`src/rtl/window_fetch_pkg.sv`:
```
// Shared types and constants for the SAD window fetch controller.
package window_fetch_pkg;

    localparam int WIN_DIM    = 4;
    localparam int WIN_WORDS  = WIN_DIM * WIN_DIM;
    localparam int WORD_BYTES = 4;

    typedef enum logic [2:0] {
        ST_IDLE,
        ST_REQ,
        ST_WAIT,
        ST_DONE,
        ST_ABORT
    } fetch_state_e;

    // Row-major position inside the 4x4 window.
    function automatic logic [3:0] word_index(input logic [1:0] row, input logic [1:0] col);
        return {row, col};
    endfunction

endpackage

```
`src/rtl/window_fetch_ctrl_if.sv`:
```
// Single-word read port between the window fetcher and data memory.
interface window_fetch_ctrl_if;
    logic [31:0] MemAddr;
    logic        MemRead;
    logic [31:0] MemReadData;
    logic        MemReadValid;

    modport master (
        output MemAddr,
        output MemRead,
        input  MemReadData,
        input  MemReadValid
    );

    modport slave (
        input  MemAddr,
        input  MemRead,
        output MemReadData,
        output MemReadValid
    );
endinterface

```
`src/rtl/window_addr_gen.sv`:
```
// Row/column walker over a 4x4 window of a row-major frame; produces the
// byte address of the current word.
module window_addr_gen
    import window_fetch_pkg::*;
#(
    parameter int FRAME_WIDTH = 64
) (
    input  logic        Clk,
    input  logic        Reset,
    input  logic        load_i,
    input  logic [31:0] base_i,
    input  logic        advance_i,
    output logic [31:0] addr_o,
    output logic [3:0]  word_idx_o,
    output logic        last_o
);

    logic [31:0] base_q, base_d;
    logic [1:0]  row_q, row_d;
    logic [1:0]  col_q, col_d;
    logic [31:0] word_off;

    always_ff @(posedge Clk) begin
        if (!Reset) begin
            base_q <= '0;
            row_q  <= '0;
            col_q  <= '0;
        end else begin
            base_q <= base_d;
            row_q  <= row_d;
            col_q  <= col_d;
        end
    end

    always_comb begin
        base_d = base_q;
        row_d  = row_q;
        col_d  = col_q;
        if (load_i) begin
            base_d = {base_i[31:2], 2'b00};
            row_d  = '0;
            col_d  = '0;
        end else if (advance_i) begin
            // 2-bit column wraps 3 -> 0 on its own; row follows the wrap.
            col_d = col_q + 2'd1;
            if (col_q == 2'(WIN_DIM - 1)) begin
                row_d = row_q + 2'd1;
            end
        end
    end

    assign word_off   = 32'(row_q) * 32'(FRAME_WIDTH) + 32'(col_q);
    assign addr_o     = base_q + word_off * 32'(WORD_BYTES);
    assign word_idx_o = word_index(row_q, col_q);
    assign last_o     = (row_q == 2'(WIN_DIM - 1)) && (col_q == 2'(WIN_DIM - 1));

endmodule

```
`src/rtl/window_fetch_ctrl.sv`:
```
// Sequential 4x4 window fetcher for the SAD unit: one outstanding read per word.
// Optional per-word timeout abort enabled by WINDOW_FETCH_TIMEOUT_EN.
module window_fetch_ctrl
    import window_fetch_pkg::*;
#(
    parameter int FRAME_WIDTH    = 64,
    parameter int TIMEOUT_CYCLES = 255
) (
    input  logic                 Clk,
    input  logic                 Reset,
    input  logic                 Start,
    input  logic [31:0]          BaseAddr,
    output logic                 Busy,
    output logic                 Done,
    output logic                 Error,
    window_fetch_ctrl_if.master  mem,
    output logic [31:0]          V1,
    output logic [31:0]          V2,
    output logic [31:0]          V3,
    output logic [31:0]          V4,
    output logic [31:0]          V5,
    output logic [31:0]          V6,
    output logic [31:0]          V7,
    output logic [31:0]          V8,
    output logic [31:0]          V9,
    output logic [31:0]          V10,
    output logic [31:0]          V11,
    output logic [31:0]          V12,
    output logic [31:0]          V13,
    output logic [31:0]          V14,
    output logic [31:0]          V15,
    output logic [31:0]          V16
);

    if (FRAME_WIDTH < WIN_DIM || TIMEOUT_CYCLES < 1) begin : g_param_check
        $error("window_fetch_ctrl: FRAME_WIDTH must be >= 4 and TIMEOUT_CYCLES >= 1");
    end

    fetch_state_e state_q, state_d;
    logic         load, advance, capture, mem_read, done;
    logic [31:0]  addr;
    logic [3:0]   word_idx;
    logic         last;
    logic [31:0]  v_q [WIN_WORDS];

    window_addr_gen #(.FRAME_WIDTH(FRAME_WIDTH)) u_addr_gen (
        .Clk        (Clk),
        .Reset      (Reset),
        .load_i     (load),
        .base_i     (BaseAddr),
        .advance_i  (advance),
        .addr_o     (addr),
        .word_idx_o (word_idx),
        .last_o     (last)
    );

`ifdef WINDOW_FETCH_TIMEOUT_EN
    localparam int TW = $clog2(TIMEOUT_CYCLES + 1);
    logic [TW-1:0] timer_q, timer_d;
    logic          err;

    // Down-counter reloaded on every request; terminal count means the word is lost.
    always_comb begin
        timer_d = timer_q;
        if (state_q == ST_REQ) begin
            timer_d = TW'(TIMEOUT_CYCLES - 1);
        end else if (state_q == ST_WAIT && timer_q != '0) begin
            timer_d = timer_q - 1'b1;
        end
    end

    always_ff @(posedge Clk) begin
        if (!Reset) timer_q <= '0;
        else        timer_q <= timer_d;
    end
`endif

    always_ff @(posedge Clk) begin
        if (!Reset) state_q <= ST_IDLE;
        else        state_q <= state_d;
    end

    always_comb begin
        state_d  = state_q;
        load     = 1'b0;
        advance  = 1'b0;
        capture  = 1'b0;
        mem_read = 1'b0;
        done     = 1'b0;
`ifdef WINDOW_FETCH_TIMEOUT_EN
        err      = 1'b0;
`endif
        unique case (state_q)
            ST_IDLE: begin
                if (Start) begin
                    load    = 1'b1;
                    state_d = ST_REQ;
                end
            end
            ST_REQ: begin
                mem_read = 1'b1;
                state_d  = ST_WAIT;
            end
            ST_WAIT: begin
                if (mem.MemReadValid) begin
                    capture = 1'b1;
                    if (last) begin
                        state_d = ST_DONE;
                    end else begin
                        advance = 1'b1;
                        state_d = ST_REQ;
                    end
                end
`ifdef WINDOW_FETCH_TIMEOUT_EN
                else if (timer_q == '0) begin
                    state_d = ST_ABORT;
                end
`endif
            end
            ST_DONE: begin
                done    = 1'b1;
                state_d = ST_IDLE;
            end
`ifdef WINDOW_FETCH_TIMEOUT_EN
            ST_ABORT: begin
                err     = 1'b1;
                state_d = ST_IDLE;
            end
`endif
            default: state_d = ST_IDLE;
        endcase
    end

    always_ff @(posedge Clk) begin
        if (!Reset) begin
            for (int i = 0; i < WIN_WORDS; i++) v_q[i] <= '0;
        end else if (capture) begin
            v_q[word_idx] <= mem.MemReadData;
        end
    end

    assign Busy        = (state_q != ST_IDLE);
    assign Done        = done;
`ifdef WINDOW_FETCH_TIMEOUT_EN
    assign Error       = err;
`else
    assign Error       = 1'b0;
`endif
    assign mem.MemRead = mem_read;
    assign mem.MemAddr = mem_read ? addr : '0;

    assign V1  = v_q[0];
    assign V2  = v_q[1];
    assign V3  = v_q[2];
    assign V4  = v_q[3];
    assign V5  = v_q[4];
    assign V6  = v_q[5];
    assign V7  = v_q[6];
    assign V8  = v_q[7];
    assign V9  = v_q[8];
    assign V10 = v_q[9];
    assign V11 = v_q[10];
    assign V12 = v_q[11];
    assign V13 = v_q[12];
    assign V14 = v_q[13];
    assign V15 = v_q[14];
    assign V16 = v_q[15];

endmodule

```
`src/flat_wrapper.sv`:
```
// flat-port wrapper written by rule: the top's interface ports become plain ports
module window_fetch_ctrl_flat import window_fetch_pkg::*;
#(
    parameter int FRAME_WIDTH    = 64,
    parameter int TIMEOUT_CYCLES = 255
)
  (Clk, Reset, Start, BaseAddr, Busy, Done, Error, V1, V2, V3, V4, V5, V6, V7, V8, V9, V10, V11, V12, V13, V14, V15, V16, mem_MemAddr, mem_MemRead, mem_MemReadData, mem_MemReadValid);
  window_fetch_ctrl_if mem_i ();
  input  logic Clk;
  input  logic Reset;
  input  logic Start;
  input  logic [31:0] BaseAddr;
  output logic Busy;
  output logic Done;
  output logic Error;
  output logic [31:0] V1;
  output logic [31:0] V2;
  output logic [31:0] V3;
  output logic [31:0] V4;
  output logic [31:0] V5;
  output logic [31:0] V6;
  output logic [31:0] V7;
  output logic [31:0] V8;
  output logic [31:0] V9;
  output logic [31:0] V10;
  output logic [31:0] V11;
  output logic [31:0] V12;
  output logic [31:0] V13;
  output logic [31:0] V14;
  output logic [31:0] V15;
  output logic [31:0] V16;
  output wire logic [$bits(mem_i.MemAddr)-1:0] mem_MemAddr;
  output wire logic [$bits(mem_i.MemRead)-1:0] mem_MemRead;
  input wire logic [$bits(mem_i.MemReadData)-1:0] mem_MemReadData;
  input wire logic [$bits(mem_i.MemReadValid)-1:0] mem_MemReadValid;
  assign mem_MemAddr = mem_i.MemAddr;
  assign mem_MemRead = mem_i.MemRead;
  assign mem_i.MemReadData = mem_MemReadData;
  assign mem_i.MemReadValid = mem_MemReadValid;
  window_fetch_ctrl #(.FRAME_WIDTH(FRAME_WIDTH), .TIMEOUT_CYCLES(TIMEOUT_CYCLES)) u_core (.Clk(Clk), .Reset(Reset), .Start(Start), .BaseAddr(BaseAddr), .Busy(Busy), .Done(Done), .Error(Error), .mem(mem_i), .V1(V1), .V2(V2), .V3(V3), .V4(V4), .V5(V5), .V6(V6), .V7(V7), .V8(V8), .V9(V9), .V10(V10), .V11(V11), .V12(V12), .V13(V13), .V14(V14), .V15(V15), .V16(V16));
endmodule
```
`config.mk`:
```
export PLATFORM = sky130hd
export DESIGN_NAME = window_fetch_ctrl_flat
export DESIGN_NICKNAME = d
export VERILOG_FILES = /design/src/rtl/window_fetch_pkg.sv /design/src/rtl/window_fetch_ctrl_if.sv /design/src/rtl/window_addr_gen.sv /design/src/rtl/window_fetch_ctrl.sv /design/src/flat_wrapper.sv
export SDC_FILE = /design/constraint.sdc
export NUM_CORES = 1
export LEC_CHECK = 0
export ABC_AREA = 1
export ABC_CLOCK_PERIOD_IN_PS = 3000
export BUFFER_PORTS_ARGS = -buffer_cell sky130_fd_sc_hd__buf_4
export CAP_MARGIN = 30
export CORE_AREA = 10 10 230 232
export CTS_BUF_LIST = sky130_fd_sc_hd__clkbuf_8 sky130_fd_sc_hd__clkbuf_16
export DETAILED_ROUTE_END_ITERATION = 10
export DIE_AREA = 0 0 240 242
export MAX_ROUTING_LAYER = met4
export PLACE_DENSITY_LB_ADDON = 0.1
export REMOVE_ABC_BUFFERS = 1
export SYNTH_ARGS = -nofsm -noshare
export SYNTH_HDL_FRONTEND = slang
export SYNTH_SLANG_ARGS = --single-unit
```
`constraint.sdc`:
```
create_clock -name Clk -period 3 [get_ports Clk]
set_clock_uncertainty 0.15 [all_clocks]
set_input_delay 0.3 -clock Clk [delete_from_list [all_inputs] [get_ports Clk]]
set_output_delay 0.3 -clock Clk [all_outputs]
set_load 0.02 [all_outputs]
```
==> results.tsv <==
metric	value	unit
drt wl/cell	27.2	µm
pwr/cell area	598	nW/µm²
sw frac	0.246	
transition time at the pin with the least slew margin	1020	ps
async set-or-reset flop fraction in the synthesized netlist	0	
worst ir drop on vdd	0.444	mV
Max Clk Rate	346	MHz
part of the power in combinational logic	0.095	
final hold violation count	0	
area enclosed by the die boundary	58100	µm²
EDFF count, synth	512	
Max Fanout on Critical Path	4	
number of diodes	0	
total clock sinks	548	
max cap viols	0	
fill cell count	4003	
area of the multi-input gates	3670	µm²
CTS root buf	clkbuf_16	
arrival time at the worst endpoint	2440	ps
Total Power	0.0167	W
number of antenna violations at the first check in global routing	0	
sequential cell area fraction in the yosys report	0.788	
Core ar.	48400	µm²
# port buffers	610	
static leakage	12.1	nW
count of distinct cell types in the synthesized netlist	27	
total number of vias	14935	
antenna-violating nets left	0	
number of cell rows	81	
starting density of the core	0.422	
wire length of the first global-routing pass	110000	µm
fin. max-slew vios	0	
DRT iter0 DRCs	1449	
remaining max-slew budget at the tightest pin	0.316	
number of warning messages in the yosys log	0	
worst setup timing slack at the placement stage	582	ps
part of the total power dissipated in the clock network	0.381	
Horiz. Die Dim	240	µm
pin count of the biggest net entering global routing	48	
Final Cycle Share	0.963	
Routed Wire Length	79500	µm
global route overflow	0	
via count normalized by instance count	5.10	
run status	finished, final reports clean	
Setup crit start kind	flop	
TritonCTS clock tree	built	
post-synthesis instance area	20400	µm²
number of detailed-routing iterations run before antenna repair	5	
post-route worst setup slack	111	ps
cells along the critical path	ha_4, fa_2, nand3_1, nor2_1, nand3_1, nand2_1, nand3_1, nand2_1, nor2_1, buf_4	
WP data required	2550	ps
post-layout min period	2890	ps
most common cell type on the critical path	nand3_1	
signed area change from the synthesized netlist to the final layout	36.9	%
largest family of logic cells by synthesized area	simple AND/OR/NAND/NOR gates	
post-synthesis compound-gate area fraction	0.0206	
vias in the first global route	14411	
Tot GR Track Use	0.273	
worst hold path type	in -> reg	
cell family with most CP delay	simple AND/OR/NAND/NOR gates	
share of Yosys cell area claimed by the top area cell type	0.753	
fraction of synthesized area in multiplexers	0	
die span in y	242	µm
CP Capture Type	output pin	
area used by sequential logic in the layout	16100	µm²
final core utilization	0.577	
Yosys reg bits	548	
share of synthesized cell area in and, or, nand and nor gates	0.146	
switching pwr	0.00412	W
CP max-delay cell	fa_2	
xor/xnor cell area share of the yosys netlist	0.000858	
average size of a mapped cell	12.9	µm²
most used flip-flop cell after synthesis	edfxtp_1	
share of post-route cells with drive strength above 1	0.342	
latest clock arrival within the worst-skew pair	600	ps
# IOs	616	
biggest cell delay along the critical path	400	ps
Reg power frac	0.524	
final setup violation count	0	
maximum count of clock buffers along a single path	3	
Pint	0.0126	W
DRC violations left	0	
top area cells in the synthesized netlist	edfxtp_1 75%, nor2_1 11%, dfxtp_1 3.5%	
fraction of the mapped netlist area in adder cells	0.00833	
detailed placement HPWL	55000	µm
Buf+Inv Stages, Crit Path	1	
final-stage net count	2340	
Post-Synthesis Cells	1587	
CTS Buf Count	56	
Placer Congestion	0.888	
clock transition time at the flip-flop clock pins of the worst setup and hold paths	60	ps
cell taking the most area after synthesis	edfxtp_1	
type of the worst setup path	reg -> out	
# H-tree levels	2	
-- area by class of cell --
| type | instances | area share |
|---|---|---|
| inverters | 79 | 0.0106 |
| multi-input cells | 866 | 0.131 |
| well taps | 622 | 0.0278 |
| repair buffers | 708 | 0.195 |
| clock buffers | 60 | 0.0521 |
| clock inverters | 43 | 0.00716 |
| flip-flops and latches | 548 | 0.576 |
-- cell usage in the layout, fill, tap and decap left out, types with 20 or more instances in the layout --
master and n:
clkbuf_16 56, buf_4 670, edfxtp_1 512, nand2_2 21, a21oi_1 30, o21ai_0 43
nor2_1 614, dfxtp_1 34, nand3_1 20, nand2_1 95, inv_1 91, dlygate4sd3_1 33
-- registers in the layout, indices dropped and copies added, names as in the netlist --
name	flops
u_core.state_q	2
u_core.u_addr_gen.base_q	30
u_core.u_addr_gen.col_q	2
u_core.u_addr_gen.row_q	2
u_core.v_q	512
-- power by group through the flow --
stage          Sequential, W  Combinational, W  Clock [W]
2_1_floorplan        0.00922          0.000324          0
5_1_grt              0.00878           0.00166    0.00676
6_report             0.00876           0.00159    0.00636
3_3_place_gp         0.00891           0.00155          0
4_1_cts              0.00876           0.00160    0.00644
3_5_place_dp         0.00892           0.00156          0
-- cells in the mapped netlist (12+ instances only) --
| cell | count |
|---|---|
| dfxtp_1 | 36 |
| nor2_1 | 617 |
| inv_1 | 76 |
| nand2_2 | 15 |
| ha_1 | 12 |
| nand2_1 | 102 |
| a21oi_1 | 32 |
| buf_2 | 45 |
| nand3_1 | 20 |
| o21ai_0 | 43 |
| clkbuf_1 | 48 |
| edfxtp_1 | 512 |
-- cells by family (layout without fill, tap and decap cells) --
kind of cell / after synthesis / count (layout)
other: 1 / 3
flip-flops: 548 / 548
XOR/XNOR: 2 / 2
AND/OR/NAND/NOR: 767 / 767
buffers and inverters: 175 / 890
AO/OA/AOI/OAI: 81 / 81
adder cells (fa/ha/maj): 13 / 13
-- worst min-delay path: cells and delay by family --
kind	cells	cell delay (ps)
and+or+nand+nor	1	130
buffers and inverters	3	340
-- routing by layer --
layer  part of all wire  vias to the layer above  global-route usage
met1               0.38                     7423               0.328
met3              0.091                      117              0.0656
met5                  0                        -                   -
met4              0.031                        0              0.0784
met2               0.50                      755               0.451
li1                   -                     6640                   -
-- final timing paths --
kind | start | depth (start not counted) | slack, ps | endpoint
hold / removal | mem_MemReadData[4] | 4 | 130 | u_core.v_q[7][4]
setup / recovery | u_core.u_addr_gen.col_q[0] | 10 | 110 | mem_MemAddr[24]
setup reg to reg | u_core.state_q[1] | 9 | 770 | u_core.v_q[12][24]
hold reg to reg | u_core.u_addr_gen.base_q[30] | 2 | 350 | u_core.u_addr_gen.base_q[30]
-- timing repair --
action,CTS,global route
pin swaps,1,5
endpoints found under the setup margin,6,13
setup buffers,0,2
endpoints found under the hold margin,32,0
hold buffers,33,0
gates resized for setup,6,16
-- through the flow --
| step | setup TNS (ps) | hold slack [ps] | area [µm²] | instances |
|---|---|---|---|---|
| after floorplan | 0 | 285 | 20000 | 1493 |
| after global placement | 0 | 331 | 25800 | 2785 |
| after detailed placement | 0 | 345 | 25900 | 2788 |
| after CTS | 0 | 83.2 | 27900 | 2924 |
| after global routing | -9.10 | 112 | 28000 | 2926 |
| final | 0 | 127 | 28000 | 2926 |
Note: power is estimated with default switching activity, not from simulation.
